[src/rtl/etapa_fetch.sv]
// etapa_fetch: instruction-fetch stage (PC, imem address, IF/ID register).
// Define ETAPA_FETCH_PERF_EN to add the perf_fetched/perf_squashed counters.
module etapa_fetch #(
    parameter int                 ADDR_W   = 16,
    parameter int                 INSTR_W  = 32,
    parameter logic [ADDR_W-1:0]  RESET_PC = '0,
    parameter logic [INSTR_W-1:0] NOP_WORD = '0
) (
    input  logic               clk,
    input  logic               rst,
    input  logic               branch_take,
    input  logic [ADDR_W-1:0]  branch_target,
    input  logic               flush,
    input  logic               stall,
    output logic [ADDR_W-1:0]  imem_addr,
    input  logic [INSTR_W-1:0] imem_rdata,
    output logic [INSTR_W-1:0] if_instr,
    output logic [ADDR_W-1:0]  if_pc,
    output logic [3:0]         if_opcode,
    output logic               if_valid
`ifdef ETAPA_FETCH_PERF_EN
    ,
    output logic [15:0]        perf_fetched,
    output logic [15:0]        perf_squashed
`endif
);

    logic [ADDR_W-1:0]  pc_q;
    logic [ADDR_W-1:0]  rd_pc_q;
    logic               rd_valid_q;
    logic [INSTR_W-1:0] hold_data_q;
    logic               hold_vld_q;
    logic [INSTR_W-1:0] fetch_word;
    logic               load_valid;
    logic               load_bubble;

    // The memory keeps reading pc_q during a stall, so the word for
    // rd_pc_q is only on imem_rdata in the first stalled cycle; it is
    // parked in hold_data_q and used when the stall releases.
    assign fetch_word = hold_vld_q ? hold_data_q : imem_rdata;

    assign imem_addr = pc_q;
    assign if_opcode = if_instr[INSTR_W-1 -: 4];

    assign load_valid  = !rst && !flush && !stall && rd_valid_q;
    assign load_bubble = !rst && (flush || (!stall && !rd_valid_q));

    // Program counter: reset, redirect, hold, or sequential increment.
    always_ff @(posedge clk) begin
        if (rst) begin
            pc_q <= RESET_PC;
        end else if (branch_take) begin
            pc_q <= branch_target;
        end else if (!stall) begin
            pc_q <= pc_q + 1'b1;
        end
    end

    // Track which address the memory output belongs to and whether it
    // is on the correct path.
    always_ff @(posedge clk) begin
        if (rst) begin
            rd_pc_q    <= RESET_PC;
            rd_valid_q <= 1'b0;
        end else if (branch_take) begin
            rd_pc_q    <= pc_q;
            rd_valid_q <= 1'b0;
        end else if (!stall) begin
            rd_pc_q    <= pc_q;
            rd_valid_q <= 1'b1;
        end
    end

    // Capture the pending memory word on the first stalled cycle.
    always_ff @(posedge clk) begin
        if (rst || branch_take || !stall) begin
            hold_vld_q  <= 1'b0;
            hold_data_q <= NOP_WORD;
        end else if (!hold_vld_q) begin
            hold_vld_q  <= 1'b1;
            hold_data_q <= imem_rdata;
        end
    end

    // IF/ID register: squash, hold, bubble, or load the fetched word.
    always_ff @(posedge clk) begin
        if (rst || flush) begin
            if_instr <= NOP_WORD;
            if_pc    <= '0;
            if_valid <= 1'b0;
        end else if (stall) begin
            if_instr <= if_instr;
            if_pc    <= if_pc;
            if_valid <= if_valid;
        end else if (!rd_valid_q) begin
            if_instr <= NOP_WORD;
            if_pc    <= '0;
            if_valid <= 1'b0;
        end else begin
            if_instr <= fetch_word;
            if_pc    <= rd_pc_q;
            if_valid <= 1'b1;
        end
    end

`ifdef ETAPA_FETCH_PERF_EN
    // Saturating counters of valid loads and bubble loads into IF/ID.
    always_ff @(posedge clk) begin
        if (rst) begin
            perf_fetched  <= 16'd0;
            perf_squashed <= 16'd0;
        end else begin
            if (load_valid && perf_fetched != 16'hFFFF) begin
                perf_fetched <= perf_fetched + 16'd1;
            end
            if (load_bubble && perf_squashed != 16'hFFFF) begin
                perf_squashed <= perf_squashed + 16'd1;
            end
        end
    end
`else
    logic unused_perf;
    assign unused_perf = load_valid ^ load_bubble;
`endif

endmodule

[config.mk]
export PLATFORM = sky130hd
export DESIGN_NAME = etapa_fetch
export DESIGN_NICKNAME = d
export VERILOG_FILES = /design/src/rtl/etapa_fetch.sv
export SDC_FILE = /design/constraint.sdc
export NUM_CORES = 1
export LEC_CHECK = 0
export BUFFER_PORTS_ARGS = -buffer_cell sky130_fd_sc_hd__buf_2
export CAP_MARGIN = 20
export CORE_ASPECT_RATIO = 0.9
export CORE_MARGIN = 4
export CORE_UTILIZATION = 52
export DETAILED_ROUTE_END_ITERATION = 8
export GPL_ROUTABILITY_DRIVEN = 0
export PLACE_DENSITY = 0.79
export SLEW_MARGIN = 10
export SYNTH_ARGS = -nofsm -noshare
export SYNTH_HDL_FRONTEND = slang
export SYNTH_SLANG_ARGS = --single-unit
[constraint.sdc]
create_clock -name clk -period 1.9 [get_ports clk]
set_input_delay 0.19 -clock clk [delete_from_list [all_inputs] [get_ports clk]]
set_output_delay 0.19 -clock clk [all_outputs]
set_load 0.02 [all_outputs]
==> results of run 1 <==
[metal layers]
layer	up-vias	global-route usage
li1	1996	-
met1	1913	0.2931
met2	130	0.4092
met3	22	0.06372
met4	0	0.1014
met5	-	0
[flip-flops by register name, summed over array words and instances (netlist names)]
name         flops
hold_data_q     32
imem_addr       16
rd_pc_q         16
if_instr        32
if_pc           16
rd_valid_q       1
hold_vld_q       1
if_valid         1
[cell usage after synthesis (2+ instances only)]
master / instances / share of area
dfxtp_1: 115 / 0.51
nand2_1: 79 / 0.066
nor2_1: 63 / 0.053
mux2i_1: 33 / 0.074
nor2b_1: 33 / 0.046
o31ai_1: 32 / 0.054
a21oi_1: 28 / 0.031
clkbuf_1: 19 / 0.016
buf_2: 16 / 0.018
a22oi_1: 13 / 0.022
xnor2_1: 12 / 0.024
a211oi_1: 5 / 0.0084
buf_4: 4 / 0.0067
nor3_1: 4 / 0.0045
a311oi_1: 3 / 0.0059
inv_1: 3 / 0.0025
nand3_1: 3 / 0.0034
nor4_1: 3 / 0.0042
o21ai_0: 3 / 0.0034
o21bai_1: 3 / 0.0050
or3_1: 3 / 0.0042
buf_1: 2 / 0.0017
clkinv_1: 2 / 0.0017
nand2b_1: 2 / 0.0028
nand4_1: 2 / 0.0028
[layout make-up]
| class | count | area [µm²] | share of cell area |
|---|---|---|---|
| clock inverter | 10 | 202.7 | 0.03232 |
| tap | 115 | 143.9 | 0.02294 |
| sequential | 115 | 2303 | 0.3672 |
| inverter | 5 | 18.77 | 0.002992 |
| multi-input combinational | 332 | 1957 | 0.3120 |
| timing repair buffer | 181 | 1194 | 0.1903 |
| clock buffer | 22 | 452.9 | 0.07221 |
[through the flow]
stage | power [mW] | utilization | hold slack, ns
finish | 6.548 | 0.7628 | 0.1477
global route | 6.752 | 0.7628 | 0.1685
CTS | 6.584 | 0.7628 | 0.1201
detailed placement | 2.996 | 0.6222 | 0.4284
global placement | 2.984 | 0.6222 | 0.4351
floorplan | 2.849 | - | 0.3327
[power by group through the flow]
| stage | Sequential (mW) | Clock [mW] | Combinational (mW) |
|---|---|---|---|
| 2_1_floorplan | 2.61 | 0 | 0.240 |
| 3_3_place_gp | 2.58 | 0 | 0.399 |
| 3_5_place_dp | 2.59 | 0 | 0.407 |
| 4_1_cts | 2.54 | 3.56 | 0.491 |
| 5_1_grt | 2.55 | 3.66 | 0.543 |
| 6_report | 2.54 | 3.51 | 0.499 |
[worst max-delay path: cells and delay by family, from the launching register on]
| family | cells | cell delay (ns) |
|---|---|---|
| DFF | 1 | 0.45 |
| xor gates and xnor gates | 1 | 0.16 |
| AOI/OAI and AO/OA | 1 | 0.08 |
| and+or+nand+nor | 2 | 0.64 |
| adders and majority gates | 1 | 0.25 |
[worst max-delay path by stage]
stage	startpoint	endpoint	slack, ns	depth (start not counted)
6_report	imem_addr[0]	imem_addr[12]	0.18	5
3_5_place_dp	imem_addr[1]	imem_addr[12]	0.23	5
2_1_floorplan	imem_addr[0]	imem_addr[14]	0.28	5
4_1_cts	imem_addr[1]	imem_addr[12]	0.23	5
5_1_grt	imem_addr[1]	imem_addr[12]	0.04	5
3_3_place_gp	imem_addr[0]	imem_addr[14]	0.31	5
[cells by family after synthesis]
| logic type | after synthesis |
|---|---|
| AO/OA/AOI/OAI | 88 |
| XOR/XNOR | 12 |
| adder cells (fa/ha/maj) | 1 |
| buffers and inverters | 47 |
| flip-flops | 115 |
| multiplexers | 33 |
| AND/OR/NAND/NOR | 198 |
[repair_timing]
action | in CTS | in global routing
hold buffers | 50 | 0
hold endpoints to repair | 49 | 0
resized for setup | 0 | 0
==> flow_results.xml, run 1 <==
<?xml version="1.0" encoding="UTF-8"?>
<metrics>
  <group name="run_status">
    <metric name="outcome" unit="">completed</metric>
  </group>
  <group name="power">
    <metric name="p_switching" unit="mW">1.385</metric>
    <metric name="peakVddDrop" unit="V">0.0006700</metric>
    <metric name="internal_power" unit="mW">5.163</metric>
    <metric name="pwrdens" unit="nW/µm²">1044</metric>
    <metric name="total_leakage_power" unit="nW">2.607</metric>
    <metric name="power_switching_share" unit="">0.2115</metric>
    <metric name="clock_power_share" unit="">0.536</metric>
    <metric name="power.sequential.fraction" unit="">0.388</metric>
    <metric name="comb_power_share" unit="">0.076</metric>
  </group>
  <group name="drt">
    <metric name="firstDrtPassIters" unit="">4</metric>
    <metric name="wl_met1" unit="µm">5185</metric>
    <metric name="routed-wl-met3" unit="µm">707</metric>
    <metric name="via_per_inst" unit="">5.206</metric>
    <metric name="final_ant_viol_nets" unit="">0</metric>
    <metric name="dr_total_vias" unit="">4061</metric>
    <metric name="wl" unit="µm">11890</metric>
    <metric name="drc_violation_count_after_routing" unit="">0</metric>
    <metric name="wl_met2" unit="µm">5763</metric>
    <metric name="detail_route.iter0.violations" unit="">207</metric>
    <metric name="average_detailed_routed_wire_length_per_instance" unit="µm">15.24</metric>
    <metric name="routed.top_layer" unit="">met4</metric>
  </group>
  <group name="worst_setup_path">
    <metric name="crit_path_end_kind" unit="">register</metric>
    <metric name="cp_data_arrival_time" unit="ns">2.10</metric>
    <metric name="timing.critical_path.required" unit="ns">2.28</metric>
    <metric name="reg2reg_from" unit="">imem_addr[0]</metric>
    <metric name="worstRegToRegCells" unit="">5</metric>
    <metric name="nature_of_the_critical_path_startpoint" unit="">register</metric>
    <metric name="endpoint_of_the_worst_slack_reg_to_reg_timing_path" unit="">imem_addr[12]</metric>
    <metric name="critical_path.max_fanout" unit="">6</metric>
    <metric name="r2r_setup_slack" unit="ns">0.18</metric>
    <metric name="crit_path_top_delay_cell" unit="">dfxtp_1</metric>
    <metric name="worst_path_largest_cell_delay" unit="ns">0.45</metric>
    <metric name="cp_cell_sequence" unit="">ha_1 -&gt; nand3b_1 -&gt; nor4_1 -&gt; xnor2_1 -&gt; a21oi_1</metric>
    <metric name="criticalPathCategory" unit="">register to register</metric>
  </group>
  <group name="yosys">
    <metric name="ys_dominant_reg_cell" unit="">dfxtp_1</metric>
    <metric name="synthesis.instances" unit="">494</metric>
    <metric name="synth_xor_xnor_area_share" unit="">0.02350</metric>
    <metric name="synth-compound-area-share" unit="">0.1323</metric>
    <metric name="synth-simple-area-share" unit="">0.2051</metric>
    <metric name="post_synth_mux_area_share" unit="">0.07387</metric>
    <metric name="yosys.cell_types.count" unit="">34</metric>
    <metric name="synth.yosys.seq_area_share" unit="">0.5148</metric>
    <metric name="synth.yosys.warnings" unit="">0</metric>
    <metric name="combinational_family_with_the_most_area_after_synthesis" unit="">simple AND/OR/NAND/NOR gates</metric>
    <metric name="yosys_register_bits" unit="">115</metric>
    <metric name="synth-adder-area-share" unit="">0.002798</metric>
    <metric name="synth_area_per_cell" unit="µm²">9.052</metric>
    <metric name="ys_async_sr_fraction" unit="">0</metric>
    <metric name="synth-edff-count" unit="">0</metric>
    <metric name="syn-num-nets" unit="">548</metric>
    <metric name="syn-cell-area" unit="µm²">4472</metric>
  </group>
  <group name="timing">
    <metric name="period_needed" unit="ns">1.716</metric>
    <metric name="grt_setup_unrepaired" unit="">no</metric>
    <metric name="fin_ws" unit="ns">0.1837</metric>
    <metric name="tightestPinTransition" unit="ns">0.9845</metric>
    <metric name="number_of_pins_with_negative_max_slew_slack_in_the_final_report" unit="">0</metric>
    <metric name="totalNegativeSetupSlack" unit="ns">0</metric>
    <metric name="fin_skew" unit="ns">0.009626</metric>
    <metric name="relSlewSlack" unit="">0.3437</metric>
    <metric name="layout_worst_path_cycle_share" unit="">0.9033</metric>
    <metric name="fmax" unit="MHz">582.6</metric>
    <metric name="report.final.setup_viol" unit="">0</metric>
    <metric name="report.final.hold_viol_count" unit="">0</metric>
  </group>
  <group name="die">
    <metric name="floorplan.die.width" unit="µm">105.8</metric>
    <metric name="die_area" unit="µm²">10150</metric>
    <metric name="io_pins" unit="">122</metric>
    <metric name="floorplan.rows" unit="">31</metric>
    <metric name="die-height" unit="µm">95.98</metric>
    <metric name="start_util" unit="">0.5438</metric>
    <metric name="core" unit="µm²">8223</metric>
  </group>
  <group name="grt">
    <metric name="largest_net_degree_at_the_start_of_global_routing" unit="">50</metric>
    <metric name="grt_first_pass_wirelength" unit="µm">19420</metric>
    <metric name="grt_antenna_before_repair" unit="">0</metric>
    <metric name="first_global_vias" unit="">4129</metric>
    <metric name="aggregate_global_route_resource_usage" unit="">0.2409</metric>
    <metric name="overflow" unit="">0</metric>
  </group>
  <group name="min_path">
    <metric name="hold-path-cell-count" unit="">3</metric>
    <metric name="hold_path_startpoint" unit="">stall</metric>
    <metric name="min_delay_worst_endpoint" unit="">if_valid</metric>
    <metric name="hp-class" unit="">primary input to register</metric>
  </group>
  <group name="clock_tree">
    <metric name="cts_setup_buffers" unit="">0</metric>
    <metric name="clock_tree_root_driver_cell" unit="">clkbuf_8</metric>
    <metric name="clock_sink_count" unit="">115</metric>
    <metric name="htree_levels" unit="">4</metric>
    <metric name="cts_max_path_buffers" unit="">2</metric>
    <metric name="cts.reportedPaths.clkPinSlew" unit="ns">0.06</metric>
    <metric name="insertion_delay" unit="ns">0.51</metric>
    <metric name="tritoncts" unit="">done</metric>
    <metric name="numCtsBuffers" unit="">17</metric>
  </group>
  <group name="final_layout">
    <metric name="post-route-cell-area" unit="µm²">6272</metric>
    <metric name="fillerInstances" unit="">583</metric>
    <metric name="most-common-layout-cells" unit="">121 x buf_2, 114 x dfxtp_1, 79 x nand2_1</metric>
    <metric name="drive_above_1_share" unit="">0.2496</metric>
    <metric name="layout_commonest_cell" unit="">buf_2</metric>
    <metric name="areaGrowthSynthToFinish" unit="%">40.26</metric>
    <metric name="antenna_cells_inserted" unit="">0</metric>
    <metric name="stdcell_count" unit="">780</metric>
    <metric name="final_nets" unit="">706</metric>
  </group>
  <group name="placed_design">
    <metric name="post_place_cell_area" unit="µm²">5116</metric>
    <metric name="place.detailed.instances" unit="">698</metric>
    <metric name="placement.io_buffers" unit="">121</metric>
    <metric name="place_worst_setup_slack" unit="ns">0.2299</metric>
    <metric name="dp_hpwl" unit="µm">7151</metric>
  </group>
  <group name="run">
    <metric name="cap_viol_max_count" unit="">0</metric>
  </group>
</metrics>
(Power assumes the default switching activity.)
==> inputs of run 2 (changes only) <==
--- a/config.mk
+++ b/config.mk
@@ -9,10 +9,10 @@
 export CAP_MARGIN = 20
 export CORE_ASPECT_RATIO = 0.9
 export CORE_MARGIN = 4
-export CORE_UTILIZATION = 52
+export CORE_UTILIZATION = 47
 export DETAILED_ROUTE_END_ITERATION = 8
 export GPL_ROUTABILITY_DRIVEN = 0
-export PLACE_DENSITY = 0.79
+export PLACE_DENSITY = 0.76
 export SLEW_MARGIN = 10
 export SYNTH_ARGS = -nofsm -noshare
 export SYNTH_HDL_FRONTEND = slang
==> constraint.sdc (replaced) <==
create_clock -name clk -period 1.4 [get_ports clk]
set_input_delay 0.14 -clock clk [delete_from_list [all_inputs] [get_ports clk]]
set_output_delay 0.14 -clock clk [all_outputs]
set_load 0.02 [all_outputs]
==> run 2 against run 1 <==
The flow now finishes with violations (setup timing); non-clock buffer count is 20 higher; die area is 9.8% higher; final area is 5.1% higher; clock skew is 0.0018 ns higher.
==> flow_results.xml, run 2 (synthesized netlist as in run 1, its figures left out) <==
<?xml version="1.0" encoding="UTF-8"?>
<metrics>
  <group name="die">
    <metric name="die_area" unit="µm²">11140</metric>
    <metric name="floorplan.die.width" unit="µm">110.8</metric>
    <metric name="floorplan.rows" unit="">33</metric>
    <metric name="start_util" unit="">0.4857</metric>
    <metric name="core" unit="µm²">9208</metric>
    <metric name="io_pins" unit="">122</metric>
    <metric name="die-height" unit="µm">100.5</metric>
  </group>
  <group name="worst_setup_path">
    <metric name="nature_of_the_critical_path_startpoint" unit="">register</metric>
    <metric name="endpoint_of_the_worst_slack_reg_to_reg_timing_path" unit="">imem_addr[6]</metric>
    <metric name="cp_data_arrival_time" unit="ns">1.86</metric>
    <metric name="timing.critical_path.required" unit="ns">1.81</metric>
    <metric name="cp_cell_sequence" unit="">ha_4 -&gt; nand3b_1 -&gt; buf_6 -&gt; or3_4 -&gt; a311oi_2</metric>
    <metric name="r2r_setup_slack" unit="ns">-0.05</metric>
    <metric name="crit_path_top_delay_cell" unit="">dfxtp_4</metric>
    <metric name="worstRegToRegCells" unit="">5</metric>
    <metric name="worst_path_largest_cell_delay" unit="ns">0.36</metric>
    <metric name="critical_path.max_fanout" unit="">5</metric>
    <metric name="criticalPathCategory" unit="">register to register</metric>
    <metric name="reg2reg_from" unit="">imem_addr[0]</metric>
    <metric name="crit_path_end_kind" unit="">register</metric>
  </group>
  <group name="timing">
    <metric name="hold_slack" unit="ns">0.1809</metric>
    <metric name="layout_worst_path_cycle_share" unit="">1.035</metric>
    <metric name="fmax" unit="MHz">690.0</metric>
    <metric name="relSlewSlack" unit="">0.6306</metric>
    <metric name="fin_ws" unit="ns">-0.04923</metric>
    <metric name="grt_setup_unrepaired" unit="">yes</metric>
    <metric name="number_of_pins_with_negative_max_slew_slack_in_the_final_report" unit="">0</metric>
    <metric name="report.final.setup_viol" unit="">4</metric>
    <metric name="totalNegativeSetupSlack" unit="ns">-0.1053</metric>
    <metric name="fin_skew" unit="ns">0.01147</metric>
    <metric name="report.final.hold_viol_count" unit="">0</metric>
    <metric name="tightestPinTransition" unit="ns">0.5542</metric>
    <metric name="period_needed" unit="ns">1.449</metric>
  </group>
  <group name="drt">
    <metric name="wl" unit="µm">12300</metric>
    <metric name="average_detailed_routed_wire_length_per_instance" unit="µm">15.24</metric>
    <metric name="via_per_inst" unit="">5.180</metric>
    <metric name="firstDrtPassIters" unit="">4</metric>
    <metric name="dr_total_vias" unit="">4180</metric>
    <metric name="detail_route.iter0.violations" unit="">313</metric>
    <metric name="final_ant_viol_nets" unit="">0</metric>
    <metric name="drc_violation_count_after_routing" unit="">0</metric>
  </group>
  <group name="final_layout">
    <metric name="drive_above_1_share" unit="">0.3022</metric>
    <metric name="fillerInstances" unit="">652</metric>
    <metric name="top_regs" unit="">hold_data_q: 32 flops, if_instr: 32 flops</metric>
    <metric name="areaGrowthSynthToFinish" unit="%">47.40</metric>
    <metric name="layout_commonest_cell" unit="">buf_2</metric>
    <metric name="stdcell_count" unit="">807</metric>
    <metric name="fin_util" unit="">0.7159</metric>
    <metric name="post-route-cell-area" unit="µm²">6591</metric>
    <metric name="antenna_cells_inserted" unit="">0</metric>
    <metric name="most-common-layout-cells" unit="">121 x buf_2, 102 x dfxtp_1, 79 x nand2_1</metric>
    <metric name="final_nets" unit="">727</metric>
  </group>
  <group name="grt">
    <metric name="largest_net_degree_at_the_start_of_global_routing" unit="">50</metric>
    <metric name="grt_antenna_before_repair" unit="">0</metric>
    <metric name="aggregate_global_route_resource_usage" unit="">0.2234</metric>
    <metric name="first_global_vias" unit="">4169</metric>
    <metric name="overflow" unit="">0</metric>
    <metric name="grt_first_pass_wirelength" unit="µm">20170</metric>
  </group>
  <group name="run_status">
    <metric name="violations" unit="">setup timing</metric>
    <metric name="outcome" unit="">finished, violations left</metric>
  </group>
  <group name="power">
    <metric name="power.sequential.fraction" unit="">0.393</metric>
    <metric name="pwrdens" unit="nW/µm²">1327</metric>
    <metric name="internal_power" unit="mW">6.850</metric>
    <metric name="total_leakage_power" unit="nW">2.791</metric>
    <metric name="comb_power_share" unit="">0.086</metric>
    <metric name="peakVddDrop" unit="V">0.0008360</metric>
    <metric name="power_switching_share" unit="">0.2170</metric>
    <metric name="clock_power_share" unit="">0.521</metric>
    <metric name="report.power.total" unit="mW">8.748</metric>
    <metric name="p_switching" unit="mW">1.898</metric>
  </group>
  <group name="placed_design">
    <metric name="place_worst_setup_slack" unit="ns">-0.04188</metric>
    <metric name="post_place_cell_area" unit="µm²">5303</metric>
    <metric name="place.detailed.instances" unit="">717</metric>
    <metric name="placement.io_buffers" unit="">121</metric>
    <metric name="dp_hpwl" unit="µm">7494</metric>
  </group>
  <group name="min_path">
    <metric name="hp-class" unit="">primary input to register</metric>
    <metric name="min_delay_worst_endpoint" unit="">imem_addr[1]</metric>
    <metric name="hold_path_startpoint" unit="">rst</metric>
    <metric name="hold-path-cell-count" unit="">3</metric>
  </group>
  <group name="clock_tree">
    <metric name="insertion_delay" unit="ns">0.50</metric>
    <metric name="htree_levels" unit="">4</metric>
    <metric name="numCtsBuffers" unit="">17</metric>
    <metric name="clock_sink_count" unit="">115</metric>
    <metric name="cts.reportedPaths.clkPinSlew" unit="ns">0.06</metric>
    <metric name="clock_tree_root_driver_cell" unit="">clkbuf_8</metric>
    <metric name="cts_max_path_buffers" unit="">2</metric>
    <metric name="tritoncts" unit="">done</metric>
  </group>
  <group name="run">
    <metric name="cap_viol_max_count" unit="">0</metric>
  </group>
</metrics>
run 2: power by group through the flow:
stage                     clock, mW  sequential, mW  combinational [mW]
after global placement            0            3.50               0.604
after floorplan                   0            3.55               0.328
after CTS                      4.62            3.43               0.741
after detailed placement          0            3.50               0.620
after global routing           4.78            3.45               0.822
final                          4.55            3.44               0.756
run 2: layout make-up:
cell class                 instances  area, µm²  share of cell area
sequential                       115       2326              0.3529
multi-input combinational        333       2067              0.3136
timing repair buffer             201       1393              0.2113
clock buffer                      23      488.0             0.07403
tap                              122      152.6             0.02316
clock inverter                     8      146.4             0.02221
inverter                           5      18.77            0.002847
run 2: what timing repair did:
| action | 4_1_cts | 5_1_grt |
|---|---|---|
| pin swaps | 6 | 11 |
| endpoints found under the hold margin | 49 | 0 |
| endpoints found under the setup margin | 6 | 15 |
| setup buffers | 2 | 3 |
| resized for setup | 0 | 14 |
| hold buffers | 53 | 0 |
| cloned | 0 | 1 |
run 2: worst max-delay path, delay by kind of cell (launching register included):
kind / cells / cell delay (ns)
buffers and inverters: 1 / 0.16
AND/OR/NAND/NOR: 2 / 0.47
flip-flops: 1 / 0.36
AO/OA/AOI/OAI: 1 / 0.22
adder cells (fa/ha/maj): 1 / 0.14
run 2: metal layers:
| layer | vias up | track usage | share of wire |
|---|---|---|---|
| met5 | - | 0 | 0 |
| met1 | 2002 | 0.2779 | 0.44 |
| li1 | 2031 | - | - |
| met3 | 23 | 0.07023 | 0.061 |
| met4 | 0 | 0.07292 | 0.019 |
| met2 | 124 | 0.3727 | 0.48 |
run 2: worst max path at each step:
stage | from | to | slack (ns) | depth (start not counted)
after detailed placement | imem_addr[10] | imem_addr[13] | -0.04 | 4
after global placement | imem_addr[0] | imem_addr[14] | 0.006 | 6
final | imem_addr[0] | imem_addr[6] | -0.05 | 5
after global routing | imem_addr[0] | imem_addr[6] | -0.11 | 5
after floorplan | imem_addr[3] | imem_addr[13] | 0.005 | 5
after CTS | imem_addr[1] | imem_addr[12] | -0.05 | 5
